--- src/rtl/coreahblite_pkg.sv ---
// coreahblite_pkg: shared constants and FSM encoding for the AHB-Lite matrix stages.
package coreahblite_pkg;
    localparam int SLOT_W     = 4;
    localparam int NUM_SLAVES = 16;
    localparam logic [1:0] HTRANS_IDLE   = 2'b00;
    localparam logic [1:0] HTRANS_BUSY   = 2'b01;
    localparam logic [1:0] HTRANS_NONSEQ = 2'b10;
    localparam logic [1:0] HTRANS_SEQ    = 2'b11;
    typedef enum logic [2:0] {
        ST_IDLE = 3'd0,
        ST_DATA = 3'd1,
        ST_HOLD = 3'd2,
        ST_ERR1 = 3'd3,
        ST_ERR2 = 3'd4
    } state_t;
endpackage

--- src/rtl/coreahblite_addr_decode.sv ---
// coreahblite_addr_decode: maps an address slot to a one-hot slave select, flagging unmapped slots.
module coreahblite_addr_decode
    import coreahblite_pkg::*;
#(
    parameter logic [NUM_SLAVES-1:0] SLAVE_EN = '1
) (
    input  logic [SLOT_W-1:0]     i_slot,
    output logic [NUM_SLAVES-1:0] o_sel,
    output logic                  o_unmapped
);
    assign o_unmapped = ~SLAVE_EN[i_slot];
    assign o_sel      = o_unmapped ? '0 : NUM_SLAVES'(1) << i_slot;
endmodule

--- src/rtl/coreahblite_master_stage.sv ---
// coreahblite_master_stage: per-master front end; decodes, holds ungranted address phases,
// stalls the master and returns the selected slave's data-phase response.
module coreahblite_master_stage
    import coreahblite_pkg::*;
#(
    parameter logic [NUM_SLAVES-1:0] SLAVE_EN = 16'hFFFF
) (
    input  logic                     i_hclk,
    input  logic                     i_hresetn,
    input  logic [31:0]              i_haddr,
    input  logic [1:0]               i_htrans,
    input  logic                     i_hwrite,
    input  logic [2:0]               i_hsize,
    input  logic                     i_hmastlock,
    output logic                     o_hready,
    output logic                     o_hresp,
    output logic [31:0]              o_hrdata,
    output logic [NUM_SLAVES-1:0]    o_saddrsel,
    output logic [31:0]              o_gatedhaddr,
    output logic [1:0]               o_gatedhtrans,
    output logic                     o_gatedhwrite,
    output logic [2:0]               o_gatedhsize,
    output logic                     o_gatedhmastlock,
    input  logic [NUM_SLAVES-1:0]    i_saddrgrant,
    input  logic [NUM_SLAVES-1:0]    i_shreadyout,
    input  logic [NUM_SLAVES-1:0]    i_shresp,
    input  logic [32*NUM_SLAVES-1:0] i_shrdata
);
    state_t              r_state;
    logic [SLOT_W-1:0]   r_data_slot;
    logic [31:0]         r_haddr;
    logic [1:0]          r_htrans;
    logic                r_hwrite;
    logic [2:0]          r_hsize;
    logic                r_lock;
    logic [SLOT_W-1:0]   w_slot;
    logic [NUM_SLAVES-1:0] w_sel;
    logic                w_unmapped;
    logic                w_ready;
    logic                w_req;
    logic                w_go;

    // While holding, the request tracks the captured address, not the live one.
    assign w_slot  = (r_state == ST_HOLD) ? r_haddr[31:28] : i_haddr[31:28];
    assign w_ready = (r_state == ST_IDLE) || (r_state == ST_ERR2) ||
                     ((r_state == ST_DATA) && i_shreadyout[r_data_slot]);
    assign w_req   = i_htrans[1] & ~w_unmapped;
    assign w_go    = i_saddrgrant[w_slot] & i_shreadyout[w_slot];

    coreahblite_addr_decode #(.SLAVE_EN(SLAVE_EN)) u_decode (
        .i_slot     (w_slot),
        .o_sel      (w_sel),
        .o_unmapped (w_unmapped)
    );

    assign o_hready = (r_state == ST_IDLE) || (r_state == ST_ERR2) ||
                      ((r_state == ST_DATA) && i_shreadyout[r_data_slot]);
    assign o_hresp  = (r_state == ST_DATA) ? i_shresp[r_data_slot] :
                      (r_state == ST_ERR1) || (r_state == ST_ERR2);
    assign o_hrdata = (r_state == ST_DATA) ? i_shrdata[{r_data_slot, 5'd0} +: 32] : '0;

    // Requests are masked during reset so a pending master cannot reach an arbiter.
    always_comb begin
        o_saddrsel       = '0;
        o_gatedhaddr     = '0;
        o_gatedhtrans    = HTRANS_IDLE;
        o_gatedhwrite    = 1'b0;
        o_gatedhsize     = '0;
        o_gatedhmastlock = 1'b0;
        if (i_hresetn) begin
            if (w_ready) begin
                o_gatedhaddr     = i_haddr;
                o_gatedhwrite    = i_hwrite;
                o_gatedhsize     = i_hsize;
                o_gatedhmastlock = i_hmastlock;
                if (w_req) begin
                    o_saddrsel    = w_sel;
                    o_gatedhtrans = i_htrans;
                end
            end else if (r_state == ST_HOLD) begin
                o_saddrsel       = w_sel;
                o_gatedhaddr     = r_haddr;
                o_gatedhtrans    = r_htrans;
                o_gatedhwrite    = r_hwrite;
                o_gatedhsize     = r_hsize;
                o_gatedhmastlock = r_lock;
            end else begin
                o_gatedhmastlock = r_lock;
            end
        end
    end

    always_ff @(posedge i_hclk or negedge i_hresetn) begin
        if (!i_hresetn) begin
            r_state     <= ST_IDLE;
            r_data_slot <= '0;
            r_haddr     <= '0;
            r_htrans    <= HTRANS_IDLE;
            r_hwrite    <= 1'b0;
            r_hsize     <= '0;
            r_lock      <= 1'b0;
        end else if (w_ready) begin
            r_haddr  <= i_haddr;
            r_htrans <= i_htrans;
            r_hwrite <= i_hwrite;
            r_hsize  <= i_hsize;
            r_lock   <= i_hmastlock;
            r_state  <= !i_htrans[1] ? ST_IDLE :
                        w_unmapped   ? ST_ERR1 :
                        w_go         ? ST_DATA : ST_HOLD;
            if (w_req && w_go)
                r_data_slot <= w_slot;
        end else if (r_state == ST_HOLD) begin
            if (w_go) begin
                r_state     <= ST_DATA;
                r_data_slot <= w_slot;
            end
        end else if (r_state == ST_ERR1) begin
            r_state <= ST_ERR2;
        end
    end
endmodule
--- config.mk ---
export PLATFORM = sky130hd
export DESIGN_NAME = coreahblite_master_stage
export DESIGN_NICKNAME = d
export VERILOG_FILES = /design/src/rtl/coreahblite_pkg.sv /design/src/rtl/coreahblite_addr_decode.sv /design/src/rtl/coreahblite_master_stage.sv
export SDC_FILE = /design/constraint.sdc
export NUM_CORES = 1
export LEC_CHECK = 0
export CAP_MARGIN = 20
export CORE_AREA = 4 4 264 266
export CTS_CLUSTER_SIZE = 14
export DETAILED_ROUTE_END_ITERATION = 10
export DIE_AREA = 0 0 268 270
export DONT_BUFFER_PORTS = 1
export GPL_TIMING_DRIVEN = 0
export PLACE_DENSITY_LB_ADDON = 0.2
export SLEW_MARGIN = 10
export SYNTH_ARGS = -nofsm -noshare
export SYNTH_HDL_FRONTEND = slang
export SYNTH_SLANG_ARGS = --single-unit
--- constraint.sdc ---
create_clock -name i_hclk -period 5.3 [get_ports i_hclk]
set_input_delay 1.59 -clock i_hclk [delete_from_list [all_inputs] [get_ports i_hclk]]
set_output_delay 1.59 -clock i_hclk [all_outputs]
set_load 0.1 [all_outputs]
==> impl_metrics.yaml <==
cts:
  cts_sinks: 46
  htree_levels: 2
  clockBufferDepth: 2
  ctsRootBufferMaster: "clkbuf_16"
  hold_buffers: 0
  path_clk_slew_ps: 70
  cts_made_buffers: 5
  tritoncts: "done"
  clk_latency_ps: 300
sta:
  finalCritPeriodShare_pct: 99.5
  fin_crit_ps: 5280
  maxSlewViolCount: 0
  max-slew-margin-rel_pct: 25.0
  max_freq_ghz: 0.190
  fin_ws_ps: 24.7
  rsz0062_at_grt: "true"
  worst_pin_slew_ps: 1130
  skew_ps: 1.47
  hold_viol: 0
  finalSetupViolCount: 0
power:
  power.density_nw_per_um2: 762
  p_leak_uw: 0.00328
  vdd_drop_max_uv: 363
  total_power_uw: 7440
final_layout:
  syn2layout_area_growth_pct: 36.3
  layout-drive-gt1-share_pct: 53.2
  fin_nets: 1256
  fillCellCount: 7501
placement:
  dp_slack_ps: -714
  portBuffers: 0
  place_congestion: 0.872
  dpl.hpwl_um: 54200
floorplan:
  num_io_pins: 690
  dieHeight_um: 270
  row_count: 95
  core_um2: 67000
  die_width_um: 268
  start_util_pct: 10.7
  die-area_um2: 72400
routing:
  drc: 0
  vias_per_cell: 4.40
  ant_nets: 0
  drt_iter0_markers: 641
  routedWlPerCell_um: 39.2
  dr.pass1.iters: 4
  vias: 6887
  wl_um: 61400
global_route:
  grt_pass1_vias: 7446
  grt_usage_pct: 15.9
  grt_overflow_total: 0
  grt_pass1_wl_um: 76600
  antenna_found_initial: 68
  grt_max_degree: 48
hold_path:
  min_to: "r_haddr[2]$_DFFE_PN0N_"
  min_from: "r_haddr[2]$_DFFE_PN0N_"
  hp-class: "reg -> reg"
  min_path_cells: 2
critical_path:
  worstReg2RegStart: "r_state[2]$_DFFE_PN0P_"
  cp-end-kind: "primary output"
  worst_setup_path_start_kind: "input port"
  rrSetupSlack_ps: 1810
  worstReg2RegEnd: "r_data_slot[0]$_DFFE_PN0P_"
  cp_max_fo: 5
  worstSetupPathType: "in -> out"
  crit_arrival_ps: 3690
  reg2reg_depth: 8
  worst-endpoint-required_ps: 3710
outcome:
  status: "finished clean"
synth:
  netlist_area_um2: 7170
  ys_seq_area_share_pct: 16.1
  syn_avg_cell_area_um2: 11.4
  syn_nets: 1229
  syn_inst: 628
  synth_cell_types: 41
  synth-main-ff-cell: "dfrtp_1"
  synthArstFlopShare_pct: 100
  ys_ff_latch: 46
  ys_warn_count: 0
  synth_edf_count: 0
run:
  cap_violations: 0
-- per-layer routing --
metal / share of wire [%] / global-route usage, % / wire length, um / vias to the layer above
li1: - / - / - / 2579
met3: 13 / 7.73 / 8000 / 103
met1: 38 / 18.9 / 23400 / 3555
met5: 0.16 / 0 / 96 / -
met4: 2.9 / 5.28 / 1750 / 14
met2: 46 / 25.2 / 28100 / 636
-- how the worst max path moves through the flow --
stage                     slack, ps          endpoint  cells past startpoint                        from
after global routing            -20  o_gatedhaddr[30]                      8            i_shreadyout[15]
after detailed placement       -710  o_gatedhaddr[31]                      9             i_shreadyout[7]
final                            20  o_gatedhaddr[30]                      8            i_shreadyout[15]
after global placement        -1670      o_hrdata[31]                      6  r_data_slot[1]$_DFFE_PN0P_
after CTS                       -30  o_gatedhaddr[30]                      8            i_shreadyout[15]
after floorplan                -500    o_saddrsel[12]                      7             i_shreadyout[7]
-- state kept, by name, summed over array words and instances (netlist names) --
signal       flops
r_hwrite         1
r_state          3
r_htrans         2
r_hsize          3
r_haddr         32
r_data_slot      4
r_lock           1
-- cell type report --
| type | instances | area [um2] | area share [%] |
|---|---|---|---|
| Multi-Input combinational cell | 513 | 6520 | 66.7 |
| Sequential cell | 46 | 1150 | 11.8 |
| Tap cell | 873 | 1090 | 11.2 |
| Timing Repair Buffer | 22 | 368 | 3.76 |
| Buffer | 63 | 363 | 3.71 |
| Clock buffer | 5 | 125 | 1.28 |
| Antenna cell | 37 | 92.6 | 0.948 |
| Clock inverter | 3 | 40.0 | 0.410 |
| Inverter | 4 | 20.0 | 0.205 |
-- power by group --
group / internal (uW) / leakage, uW / switching, uW
combinational: 2400 / 0.00263 / 4010
clock: 222 / 0.0000838 / 162
sequential: 531 / 0.000562 / 125
-- stage by stage --
stage               instances  area (um2)  hold slack, ps  TNS, ps  utilization (%)
finish                   1566        9770             477        0             14.6
global route             1551        9730             495    -41.8             14.5
CTS                      1525        9630             478    -30.9             14.4
detailed placement       1514        9200             463   -27970             13.7
global placement         1501        8670             448   -73260             12.9
floorplan                 628        7580             427    -5990                -
-- placed cells by master (no fill, tap or decap), types with 4 or more instances in the layout --
master,Yosys,routed
a21boi_2,0,4
a21boi_4,0,28
a21oi_1,12,11
buf_1,17,10
buf_16,0,8
buf_2,9,8
buf_4,1,14
buf_6,3,5
clkbuf_1,35,22
clkbuf_16,0,6
clkbuf_2,0,8
clkdlybuf4s15_2,0,4
dfrtp_1,46,45
diode_2,0,37
mux2_2,5,4
mux2_4,6,7
mux2i_1,16,14
mux4_2,170,170
nand2_1,174,174
nor2_1,14,6
nor2_4,0,8
nor2b_2,0,12
nor2b_4,0,25
nor3_4,0,8
o21ai_0,7,6
-- cell usage after synthesis, types with 2 or more instances --
master	count	area share [%]
mux2i_1	16	2.2
o21ai_1	3	0.21
o21ai_0	7	0.49
nand2b_1	4	0.35
a22oi_1	2	0.21
a21oi_1	12	0.84
nor3_1	9	0.63
inv_1	3	0.16
clkbuf_1	35	1.8
a21boi_0	32	3.4
dfrtp_1	46	16
mux4_2	170	53
nor2b_1	38	3.3
buf_6	3	0.47
mux2_4	6	1.3
o22ai_1	2	0.17
mux2_2	5	0.79
buf_1	17	0.89
a221oi_2	2	0.42
buf_2	9	0.63
nand2_1	174	9.1
nor2_1	14	0.73
-- kinds of logic after synthesis --
family	after synthesis	synth area share, %
AOI/OAI and AO/OA	69	6.95
buffers and inverters	69	4.14
DFF	46	16.1
muxes	197	57.7
and+or+nand+nor	247	15.2
-- critical path, cell delays in order --
cell and delay [ps]:
mux4_2 460, mux2i_2 190, mux2_4 230, a2bb2oi_4 200, clkinv_4 120, clkbuf_16 170, o21ai_4 130, nor2b_4 570
-- repair_timing --
| action | in CTS | in global routing |
|---|---|---|
| pin swaps | 18 | 3 |
| setup endpoints to repair | 88 | 13 |
| setup buffers | 5 | 3 |
| gates resized for setup | 58 | 6 |
No activity file was read; power rests on OpenSTA's default activity.
